<file path="config.mk">
export PLATFORM = sky130hd
export DESIGN_NAME = sram_arbiter
export DESIGN_NICKNAME = d
export VERILOG_FILES = /design/src/rtl/sram_arbiter.sv
export SDC_FILE = /design/constraint.sdc
export NUM_CORES = 1
export LEC_CHECK = 0
export ABC_AREA = 1
export CORE_ASPECT_RATIO = 0.75
export CORE_MARGIN = 3
export CORE_UTILIZATION = 39
export CTS_CLUSTER_DIAMETER = 120
export CTS_CLUSTER_SIZE = 28
export DETAILED_ROUTE_END_ITERATION = 10
export GPL_TIMING_DRIVEN = 0
export PLACE_DENSITY = 0.87
export SLEW_MARGIN = 30
export SYNTH_ARGS = -nofsm -noshare
export SYNTH_HDL_FRONTEND = slang
export SYNTH_SLANG_ARGS = --single-unit
</file>
<file path="constraint.sdc">
create_clock -name clk -period 2.2 [get_ports clk]
set_input_delay 0.22 -clock clk [delete_from_list [all_inputs] [get_ports clk]]
set_output_delay 0.22 -clock clk [all_outputs]
set_load 0.005 [all_outputs]
</file>
<file path="src/rtl/sram_arbiter.sv">
// Shares one SRAM-like memory port between fetch and load/store ports, one transaction at a time; grant->mem_req 1 cycle, ok pulses follow mem handshakes combinationally.
// Requesters hold req until addr_ok; `SRAM_ARB_ROUND_ROBIN_EN swaps fixed data-first priority for round-robin.
module sram_arbiter #(
  parameter int AW = 32,
  parameter int DW = 32
) (
  input  logic          clk,
  input  logic          rst,
  input  logic          inst_req,
  input  logic [AW-1:0] inst_addr,
  input  logic          inst_cancel,
  output logic [DW-1:0] inst_rdata,
  output logic          inst_addr_ok,
  output logic          inst_data_ok,
  input  logic          data_req,
  input  logic          data_wr,
  input  logic [3:0]    data_wstrb,
  input  logic [AW-1:0] data_addr,
  input  logic [DW-1:0] data_wdata,
  output logic [DW-1:0] data_rdata,
  output logic          data_addr_ok,
  output logic          data_data_ok,
  output logic          mem_req,
  output logic          mem_wr,
  output logic [3:0]    mem_wstrb,
  output logic [AW-1:0] mem_addr,
  output logic [DW-1:0] mem_wdata,
  input  logic          mem_addr_ok,
  input  logic [DW-1:0] mem_rdata,
  input  logic          mem_data_ok
);

  typedef enum logic [2:0] {
    S_IDLE   = 3'd0,
    S_I_ADDR = 3'd1,
    S_I_DATA = 3'd2,
    S_D_ADDR = 3'd3,
    S_D_DATA = 3'd4
  } state_t;

  state_t        r_state;
  state_t        w_next;
  logic          r_wr;
  logic [3:0]    r_wstrb;
  logic [AW-1:0] r_addr;
  logic [DW-1:0] r_wdata;
  logic          r_cancel;
  logic          w_grant_d;
  logic          w_grant_i;
  logic          w_inst_own;
  logic          w_cancel;

`ifdef SRAM_ARB_ROUND_ROBIN_EN
  // r_prio_d=1 means the data port wins a tie; flips to the other side at every grant.
  logic r_prio_d;
  always_ff @(posedge clk) begin
    if (rst)
      r_prio_d <= 1'b1;
    else if (w_grant_d || w_grant_i)
      r_prio_d <= w_grant_i;
  end
  assign w_grant_d = (r_state == S_IDLE) && data_req && (!inst_req || r_prio_d);
`else
  assign w_grant_d = (r_state == S_IDLE) && data_req;
`endif
  assign w_grant_i  = (r_state == S_IDLE) && inst_req && !w_grant_d;
  assign w_inst_own = (r_state == S_I_ADDR) || (r_state == S_I_DATA);
  // A cancel arriving in the same cycle as the handshake already hides that pulse.
  assign w_cancel   = r_cancel || inst_cancel;

  always_ff @(posedge clk) begin
    if (rst)
      r_state <= S_IDLE;
    else
      r_state <= w_next;
  end

  always_comb begin
    w_next = r_state;
    case (r_state)
      S_IDLE: begin
        if (w_grant_d)
          w_next = S_D_ADDR;
        else if (w_grant_i)
          w_next = S_I_ADDR;
      end
      S_I_ADDR: if (mem_addr_ok) w_next = S_I_DATA;
      S_I_DATA: if (mem_data_ok) w_next = S_IDLE;
      S_D_ADDR: if (mem_addr_ok) w_next = S_D_DATA;
      S_D_DATA: if (mem_data_ok) w_next = S_IDLE;
      default:  w_next = S_IDLE;
    endcase
  end

  always_ff @(posedge clk) begin
    if (rst) begin
      r_wr     <= 1'b0;
      r_wstrb  <= 4'h0;
      r_addr   <= '0;
      r_wdata  <= '0;
      r_cancel <= 1'b0;
    end else begin
      if (w_grant_d) begin
        r_wr    <= data_wr;
        r_wstrb <= data_wstrb;
        r_addr  <= data_addr;
        r_wdata <= data_wdata;
      end else if (w_grant_i) begin
        r_wr    <= 1'b0;
        r_wstrb <= 4'h0;
        r_addr  <= inst_addr;
        r_wdata <= '0;
      end
      if (w_next == S_IDLE)
        r_cancel <= 1'b0;
      else if (w_inst_own && inst_cancel)
        r_cancel <= 1'b1;
    end
  end

  always_comb begin
    mem_req      = 1'b0;
    inst_addr_ok = 1'b0;
    inst_data_ok = 1'b0;
    data_addr_ok = 1'b0;
    data_data_ok = 1'b0;
    if (!rst) begin
      case (r_state)
        S_I_ADDR: begin
          mem_req      = 1'b1;
          inst_addr_ok = mem_addr_ok && !w_cancel;
        end
        S_I_DATA: inst_data_ok = mem_data_ok && !w_cancel;
        S_D_ADDR: begin
          mem_req      = 1'b1;
          data_addr_ok = mem_addr_ok;
        end
        S_D_DATA: data_data_ok = mem_data_ok;
        default: ;
      endcase
    end
    mem_wr     = mem_req && r_wr;
    mem_wstrb  = mem_req ? r_wstrb : 4'h0;
    mem_addr   = mem_req ? r_addr  : '0;
    mem_wdata  = mem_req ? r_wdata : '0;
    inst_rdata = inst_data_ok ? mem_rdata : '0;
    data_rdata = data_data_ok ? mem_rdata : '0;
  end

endmodule
</file>
==> flow_metrics.py, run 1 <==
metrics = {
    "cts": {
        "cts_max_path_buffers": 2,
        "cts_tree": "done",
        "path_clk_slew_ps": 60,
        "numCtsBuffers": 9,
        "cts.sinks": 73,
        "cts_max_level": 3,
        "insertion_delay_ps": 330,
        "cts-root-buf": "clkbuf_16",
    },
    "setup_path": {
        "cp_data_arrival_time_ps": 1910,
        "max_stage_delay_ps": 550,
        "critical_path.cell_chain": "inv_2 > nor3_4 > inv_2 > clkbuf_4 > nor2_1 > clkdlybuf4s50_1",
        "crit_top_cell": "inv_2",
        "rrSetupSlack_ps": 620,
        "cp.required_ps": 1980,
        "r2r-start": "r_state[0]",
        "crit_path_start_kind": "flip-flop",
        "reg2reg_depth": 9,
        "rr_endpoint": "r_addr[26]",
        "worst-path-max-fanout": 10,
        "critPathCaptureType": "output port",
        "worstSetupPathType": "flip-flop to output port",
        "crit_path_top_delay_cell": "clkdlybuf4s50_1",
    },
    "yosys": {
        "synthCells": 697,
        "avgSynthCellArea_um2": 5.95,
        "syn_area_mm2": 0.00415,
        "synth_nets": 837,
        "synth-seq-cells": 73,
        "yosys.cell_types.count": 21,
        "yosysSeqAreaShare": 0.352,
        "yosysWarnings": 0,
    },
    "placed_design": {
        "place_area_mm2": 0.00707,
        "portBuffers": 276,
        "place_congestion": 0.863,
        "dp_hpwl_um": 12600,
        "post-place-ws_ps": -137,
    },
    "grt": {
        "antenna_found_initial": 0,
        "grt_pass1_wl_um": 24300,
        "grt_pass1_vias": 4982,
        "grt_overflow": 0,
        "grt.total_usage": 0.253,
        "grt_max_degree": 14,
    },
    "finish": {
        "final_cell_mix": "clkdlybuf4s50_1, nor2_1, inv_1",
        "drive_above_1_share": 0.112,
        "fin_area_mm2": 0.00765,
        "syn_to_final_growth_pct": 84.5,
        "final_nets": 1133,
        "n_antenna_cell": 0,
        "final.fill_count": 793,
        "final_common_cell": "clkdlybuf4s50_1",
    },
    "route": {
        "drt_iter0_drc": 189,
        "wl_per_cell_um": 14.1,
        "antenna_left": 0,
        "totalWireLength_um": 15900,
        "drc": 0,
        "first_pass_iters": 4,
        "vias": 5198,
        "vias_per_cell": 4.60,
    },
    "floorplan": {
        "start_util": 0.414,
        "die_w_um": 125,
        "std_cell_rows": 31,
        "die-area_mm2": 0.0119,
        "coreArea_mm2": 0.0100,
        "io_pins": 278,
        "die_y_um": 95.3,
    },
    "worst_hold_path": {
        "hold_end": "r_cancel",
        "hold_depth": 4,
        "min_from": "rst",
        "hold_class": "input pin to flip-flop",
    },
    "outcome": {
        "status": "finished clean",
    },
    "power_and_ir_drop": {
        "p_int_mw": 2.92,
        "p_sw_frac": 0.292,
        "switching_power_mw": 1.20,
        "leakage_nw": 4.10,
        "pwr-share-comb": 0.274,
        "clkPwrFrac": 0.350,
        "vdd.ir_drop.worst_mv": 0.548,
        "power.density_mw_per_mm2": 539,
        "seq_power_share": 0.376,
    },
    "timing": {
        "fin_crit_sh": 0.969,
        "setup_viol": 0,
        "fin_worst_skew_ps": 9.02,
        "final.min_clock_period_ps": 2130,
        "worstMarginPinSlew_ps": 481,
        "fin_setup_tns_ps": 0,
        "final_hold_viol_count": 0,
        "slew_headroom": 0.679,
        "rsz0062_at_grt": "false",
        "max_freq_mhz": 469,
        "setup_ws_ps": 67.6,
        "maxSlewViolCount": 0,
    },
    "flow_run": {
        "cap_violations": 0,
    },
}
==> per-stage QoR <==
stage                     cells   util  power [mW]  hold WS [ps]
after global placement     1105  0.707        2.64           448
final                      1130  0.765        4.13           379
after global routing       1130  0.765        4.34           442
after CTS                  1125  0.746        4.12           356
after floorplan             697      -        2.15           361
after detailed placement   1105  0.707        2.67           454
==> Yosys cell counts <==
cell type	count	share of area
nor2_1	173	0.16
inv_1	140	0.13
nand2_1	114	0.10
dfxtp_1	73	0.35
a21oi_1	62	0.075
o21ai_0	34	0.041
or2_2	31	0.047
clkbuf_1	21	0.019
buf_2	11	0.013
a21oi_2	9	0.019
inv_2	6	0.0054
nand3_1	5	0.0060
buf_1	3	0.0027
buf_4	3	0.0054
buf_6	3	0.0081
nand4_1	3	0.0045
nor3_2	2	0.0048
nand2_2	1	0.0015
nand3_4	1	0.0042
nor2_4	1	0.0027
nor4_1	1	0.0015
==> layer usage <==
layer,vias up,wire length (um),global-route usage
li1,2633,-,-
met4,0,471,0.0975
met2,194,7960,0.466
met1,2339,6230,0.270
met3,32,1280,0.0907
met5,-,0,0
==> area by class of cell <==
class,instances,area (um2),area share
repair buffers,285,2940,0.384
multi-input cells,437,1970,0.258
flip-flops and latches,73,1470,0.192
inverters,146,548,0.0716
plain buffers,41,264,0.0345
clock buffers,10,229,0.0299
well taps,132,165,0.0216
clock inverters,6,65.1,0.00850
==> worst max-delay path by stage <==
stage / to / slack, ps / cells after the start / startpoint
6_report: mem_addr[22] / 70 / 6 / r_state[0]
5_1_grt: inst_rdata[15] / 1 / 7 / r_state[1]
4_1_cts: mem_wdata[9] / 0.4 / 6 / r_state[0]
3_5_place_dp: data_rdata[25] / -140 / 9 / mem_data_ok
3_3_place_gp: data_rdata[1] / -120 / 9 / mem_data_ok
2_1_floorplan: mem_wdata[21] / 780 / 6 / r_state[0]
==> power groups by stage <==
stage	logic [mW]	clock network (mW)	registers [mW]
floorplan	0.593	0	1.56
global placement	1.07	0	1.57
detailed placement	1.09	0	1.58
CTS	1.11	1.46	1.55
global route	1.26	1.51	1.57
finish	1.13	1.44	1.55
==> flip-flops by register name, summed over array words and instances (netlist names) <==
| signal | cells |
|---|---|
| r_wstrb | 4 |
| r_addr | 32 |
| r_state | 3 |
| r_cancel | 1 |
| r_wdata | 32 |
| r_wr | 1 |
==> worst max-delay path: cells and delay by family (launching register included) <==
kind,cells,cell delay [ps]
buf+inv,4,950
flops,1,380
simple gates,2,260
==> kinds of logic (layout without fill, tap and decap cells) <==
group                  after synthesis  after routing  share of synthesized area
AO/OA/AOI/OAI                      105            105                      0.135
AND/OR/NAND/NOR                    332            332                      0.332
buffers and inverters              187            488                      0.181
flip-flops                          73             73                      0.352
==> repair_timing <==
action | CTS | global route
hold buffers | 0 | 0
gates cloned | 1 | 0
gates resized for setup | 34 | 70
buffers inserted | 3 | 5
pin swaps | 2 | 1
setup endpoints to repair | 132 | 109
No activity file was read; power rests on OpenSTA's default activity.
==> run 2, diff against run 1 <==
--- a/config.mk
+++ b/config.mk
@@ -6,9 +6,11 @@
 export NUM_CORES = 1
 export LEC_CHECK = 0
 export ABC_AREA = 1
+export CELL_PAD_IN_SITES_DETAIL_PLACEMENT = 1
+export CELL_PAD_IN_SITES_GLOBAL_PLACEMENT = 1
 export CORE_ASPECT_RATIO = 0.75
 export CORE_MARGIN = 3
-export CORE_UTILIZATION = 39
+export CORE_UTILIZATION = 24
 export CTS_CLUSTER_DIAMETER = 120
 export CTS_CLUSTER_SIZE = 28
 export DETAILED_ROUTE_END_ITERATION = 10
@@ -18,3 +20,4 @@
 export SYNTH_ARGS = -nofsm -noshare
 export SYNTH_HDL_FRONTEND = slang
 export SYNTH_SLANG_ARGS = --single-unit
+export TNS_END_PERCENT = 100
==> flow_metrics.py, run 2 (synthesis gave the netlist of run 1 again) <==
metrics = {
    "outcome": {
        "status": "finished clean",
    },
    "cts": {
        "numCtsBuffers": 9,
        "cts-root-buf": "clkbuf_16",
        "cts_max_path_buffers": 2,
        "hold_buffers": 0,
        "cts.sinks": 73,
        "cts_max_level": 3,
        "insertion_delay_ps": 340,
        "path_clk_slew_ps": 60,
        "cts_tree": "done",
    },
    "grt": {
        "grt_pass1_wl_um": 28900,
        "grt_pass1_vias": 5504,
        "grt_overflow": 0,
        "antenna_found_initial": 0,
        "grt.total_usage": 0.196,
        "grt_max_degree": 15,
    },
    "timing": {
        "whs_ps": 412,
        "max_freq_mhz": 477,
        "worstMarginPinSlew_ps": 568,
        "setup_viol": 0,
        "slew_headroom": 0.622,
        "final_hold_viol_count": 0,
        "maxSlewViolCount": 0,
        "fin_crit_sh": 0.953,
        "setup_ws_ps": 103,
        "final.min_clock_period_ps": 2100,
        "fin_worst_skew_ps": 6.20,
    },
    "finish": {
        "syn_to_final_growth_pct": 89.6,
        "fin_util": 0.478,
        "n_antenna_cell": 0,
        "regArea_mm2": 0.00147,
        "final_cells": 1211,
        "final_cell_mix": "clkdlybuf4s50_1, nor2_1, inv_1",
        "reg_top3": "r_addr: 32 flops, r_wdata: 32 flops, r_wstrb: 4 flops",
        "final_common_cell": "clkdlybuf4s50_1",
        "final.fill_count": 2127,
        "final_nets": 1136,
        "drive_above_1_share": 0.119,
        "multi_input_area_mm2": 0.00200,
    },
    "setup_path": {
        "reg2reg_depth": 7,
        "cp_data_arrival_time_ps": 1880,
        "worstSetupPathType": "flip-flop to output port",
        "crit_path_start_kind": "flip-flop",
        "cp.required_ps": 1980,
        "critPathCaptureType": "output port",
        "worst-path-max-fanout": 10,
    },
    "power_and_ir_drop": {
        "leakage_nw": 4.55,
        "power.density_mw_per_mm2": 563,
        "total_power_mw": 4.42,
        "vdd.ir_drop.worst_mv": 0.328,
    },
    "floorplan": {
        "coreArea_mm2": 0.0165,
        "start_util": 0.252,
        "die_w_um": 158,
        "std_cell_rows": 40,
        "io_pins": 278,
        "die-area_mm2": 0.0189,
        "die_y_um": 120,
    },
    "route": {
        "first_pass_iters": 4,
        "vias": 5281,
        "wl_per_cell_um": 16.2,
        "drt_iter0_drc": 177,
        "totalWireLength_um": 19600,
        "antenna_left": 0,
        "vias_per_cell": 4.36,
        "drc": 0,
    },
    "flow_run": {
        "cap_violations": 0,
    },
    "placed_design": {
        "post-place-ws_ps": -326,
        "portBuffers": 276,
        "place_congestion": 0.844,
        "dp_cells": 1183,
        "dp_hpwl_um": 15100,
    },
    "worst_hold_path": {
        "hold_class": "input pin to flip-flop",
        "hold_depth": 4,
    },
}
run 2: cell type report:
class	instances	share of cell area
buffer	41	0.0375
clock buffer	10	0.0304
timing repair buffer	288	0.375
sequential	73	0.187
inverter	146	0.0700
clock inverter	6	0.0124
tap	210	0.0334
multi-input combinational	437	0.254
run 2: path summary, 6_finish.rpt:
kind	from	end	slack, ps
setup / recovery	r_state[0]	mem_addr[29]	100
hold / removal	rst	r_cancel	410
hold reg to reg	r_wdata[12]	r_wdata[12]	460
setup reg to reg	r_state[0]	r_addr[31]	550
run 2: repair_timing:
| item | 4_1_cts | 5_1_grt |
|---|---|---|
| gates resized for setup | 92 | 75 |
| buffers inserted | 10 | 2 |
| setup endpoints to repair | 132 | 91 |
| pin swaps | 3 | 2 |
run 2: routing by layer:
layer	share of wire	wire, um	vias to the layer above	GRT usage
met5	0	0	-	0
met4	0.017	327	0	0.0575
met3	0.092	1800	22	0.0681
met2	0.49	9670	183	0.345
met1	0.40	7780	2434	0.223
li1	-	-	2642	-
run 2: where the power goes:
part / switching (mW) / internal (mW) / leakage [nW]
registers: 0.0787 / 1.48 / 0.603
clock network: 0.645 / 1.04 / 0.165
logic: 0.622 / 0.563 / 3.78
run 2: worst max-delay path, cell delays in order, from the launching register on:
cell and delay [ps]:
dfxtp_4 370, inv_2 80, nor3_4 180, inv_4 100, clkbuf_8 190, nor2_1 90, clkdlybuf4s50_1 510
run 2: per-stage QoR:
step	setup TNS (ps)	instance area, um2
global placement	-7150	7170
finish	0	7860
global route	-21.7	7860
detailed placement	-7960	7170
CTS	-2.09	7670
floorplan	0	4150
==> run 3, diff against run 2 <==
--- a/config.mk
+++ b/config.mk
@@ -10,12 +10,12 @@
 export CELL_PAD_IN_SITES_GLOBAL_PLACEMENT = 1
 export CORE_ASPECT_RATIO = 0.75
 export CORE_MARGIN = 3
-export CORE_UTILIZATION = 24
+export CORE_UTILIZATION = 20
 export CTS_CLUSTER_DIAMETER = 120
 export CTS_CLUSTER_SIZE = 28
 export DETAILED_ROUTE_END_ITERATION = 10
 export GPL_TIMING_DRIVEN = 0
-export PLACE_DENSITY = 0.87
+export PLACE_DENSITY = 0.78
 export SLEW_MARGIN = 30
 export SYNTH_ARGS = -nofsm -noshare
 export SYNTH_HDL_FRONTEND = slang
==> constraint.sdc (replaced) <==
create_clock -name clk -period 1.9 [get_ports clk]
set_input_delay 0.19 -clock clk [delete_from_list [all_inputs] [get_ports clk]]
set_output_delay 0.19 -clock clk [all_outputs]
set_load 0.005 [all_outputs]
==> flow_metrics.py, run 3 (synthesis gave the netlist of run 1 again) <==
metrics = {
    "outcome": {
        "status": "finished, violations left",
        "violations": "negative setup slack",
    },
    "cts": {
        "numCtsBuffers": 9,
        "cts.sinks": 73,
        "cts-root-buf": "clkbuf_16",
        "cts_max_level": 3,
        "cts_tree": "done",
        "hold_buffers": 0,
        "path_clk_slew_ps": 70,
        "cts_max_path_buffers": 2,
        "insertion_delay_ps": 330,
    },
    "timing": {
        "worstMarginPinSlew_ps": 567,
        "fin_crit_sh": 1.06,
        "slew_headroom": 0.622,
        "final.min_clock_period_ps": 2010,
        "maxSlewViolCount": 0,
        "setup_viol": 9,
        "fin_setup_tns_ps": -563,
        "rsz0062_at_grt": "true",
        "max_freq_mhz": 498,
        "final_hold_viol_count": 0,
        "setup_ws_ps": -106,
        "whs_ps": 362,
        "fin_worst_skew_ps": 5.99,
    },
    "placed_design": {
        "portBuffers": 276,
        "place_congestion": 0.797,
        "dp_hpwl_um": 15400,
        "dp_cells": 1226,
    },
    "setup_path": {
        "cp_data_arrival_time_ps": 1820,
        "rrSetupSlack_ps": 140,
        "worstSetupPathType": "flip-flop to output port",
        "critPathCaptureType": "output port",
        "cp.required_ps": 1710,
        "worst-path-max-fanout": 8,
        "crit_path_start_kind": "flip-flop",
    },
    "finish": {
        "final.fill_count": 2487,
        "syn_to_final_growth_pct": 96.4,
        "fin_util": 0.411,
        "reg_top3": "r_addr: 32 flops, r_wdata: 32 flops, r_wstrb: 4 flops",
        "n_antenna_cell": 0,
        "final_nets": 1163,
        "final_cells": 1281,
        "final_common_cell": "clkdlybuf4s50_1",
        "final_cell_mix": "clkdlybuf4s50_1, inv_1, nand2_1",
        "drive_above_1_share": 0.339,
    },
    "route": {
        "drt_iter0_drc": 184,
        "vias": 5417,
        "drc": 0,
        "wl_per_cell_um": 16.1,
        "antenna_left": 0,
        "first_pass_iters": 4,
        "totalWireLength_um": 20600,
        "vias_per_cell": 4.23,
    },
    "floorplan": {
        "start_util": 0.209,
        "io_pins": 278,
        "die_w_um": 172,
        "die-area_mm2": 0.0225,
        "die_y_um": 131,
        "coreArea_mm2": 0.0198,
        "std_cell_rows": 44,
    },
    "grt": {
        "grt.total_usage": 0.171,
        "grt_pass1_vias": 5457,
        "grt_pass1_wl_um": 29700,
        "antenna_found_initial": 1,
        "grt_max_degree": 15,
        "grt_overflow": 0,
    },
    "flow_run": {
        "cap_violations": 0,
    },
    "power_and_ir_drop": {
        "leakage_nw": 3.79,
        "power.density_mw_per_mm2": 658,
        "total_power_mw": 5.36,
        "vdd.ir_drop.worst_mv": 0.425,
    },
    "worst_hold_path": {
        "hold_class": "input pin to flip-flop",
    },
}
## run 3: changes by cell type in the layout (fill, tap and decap cells not counted), moves of 5 or more
cell and delta:
buf_2 +78, nor2_1 -68, dlymetal6s2s_1 -58, nor2_4 +45, dlygate4sd2_1 -38, clkdlybuf4s50_1 -36
clkbuf_2 +31, buf_6 +30, nor2_2 +23, buf_8 +8, buf_4 +5, clkbuf_16 +5
## run 3: metrics by stage
step                area [um2]  worst slack, ps
floorplan                 4150              512
global placement          7230             -638
detailed placement        7230             -730
CTS                       7760             -124
global route              8140             -174
finish                    8140             -106
## run 3: final cells by class
cell class / instances / area, um2 / area share
plain buffers: 37 / 322 / 0.0395
clock inverters: 6 / 97.6 / 0.0120
multi-input cells: 437 / 2400 / 0.294
clock buffers: 10 / 239 / 0.0293
flip-flops and latches: 73 / 1470 / 0.181
repair buffers: 319 / 2740 / 0.337
inverters: 146 / 561 / 0.0688
well taps: 253 / 317 / 0.0389
## run 3: repair_timing
action                     CTS  global route
pin swaps                    8            11
resized for setup          549           197
gates cloned                 1             3
setup endpoints to repair  137           105
buffers inserted            31             9
## run 3: final timing paths
path,start,cells past startpoint,endpoint
setup / recovery,r_state[0],9,data_rdata[1]
hold / removal,rst,4,r_cancel
setup reg to reg,r_state[0],10,r_addr[29]
hold reg to reg,r_wdata[25],2,r_wdata[25]
## run 3: layer usage
| metal | vias up | track usage | part of all wire |
|---|---|---|---|
| met5 | - | 0 | 0.00082 |
| li1 | 2701 | - | - |
| met3 | 17 | 0.0586 | 0.085 |
| met2 | 176 | 0.302 | 0.49 |
| met4 | 2 | 0.0263 | 0.010 |
| met1 | 2521 | 0.207 | 0.42 |
## run 3: critical path, cell delays in order (launching register included)
cell and delay, ps:
dfxtp_4 370, nor2_4 130, inv_2 50, nor3_4 220, inv_2 90, buf_12 130, clkbuf_16 150, buf_8 130
nor2_4 70, buf_2 120
## run 3: power by group
part	total (mW)	internal (mW)	switching, mW
clock network	1.96	1.21	0.754
registers	1.80	1.71	0.0906
logic	1.60	0.752	0.850
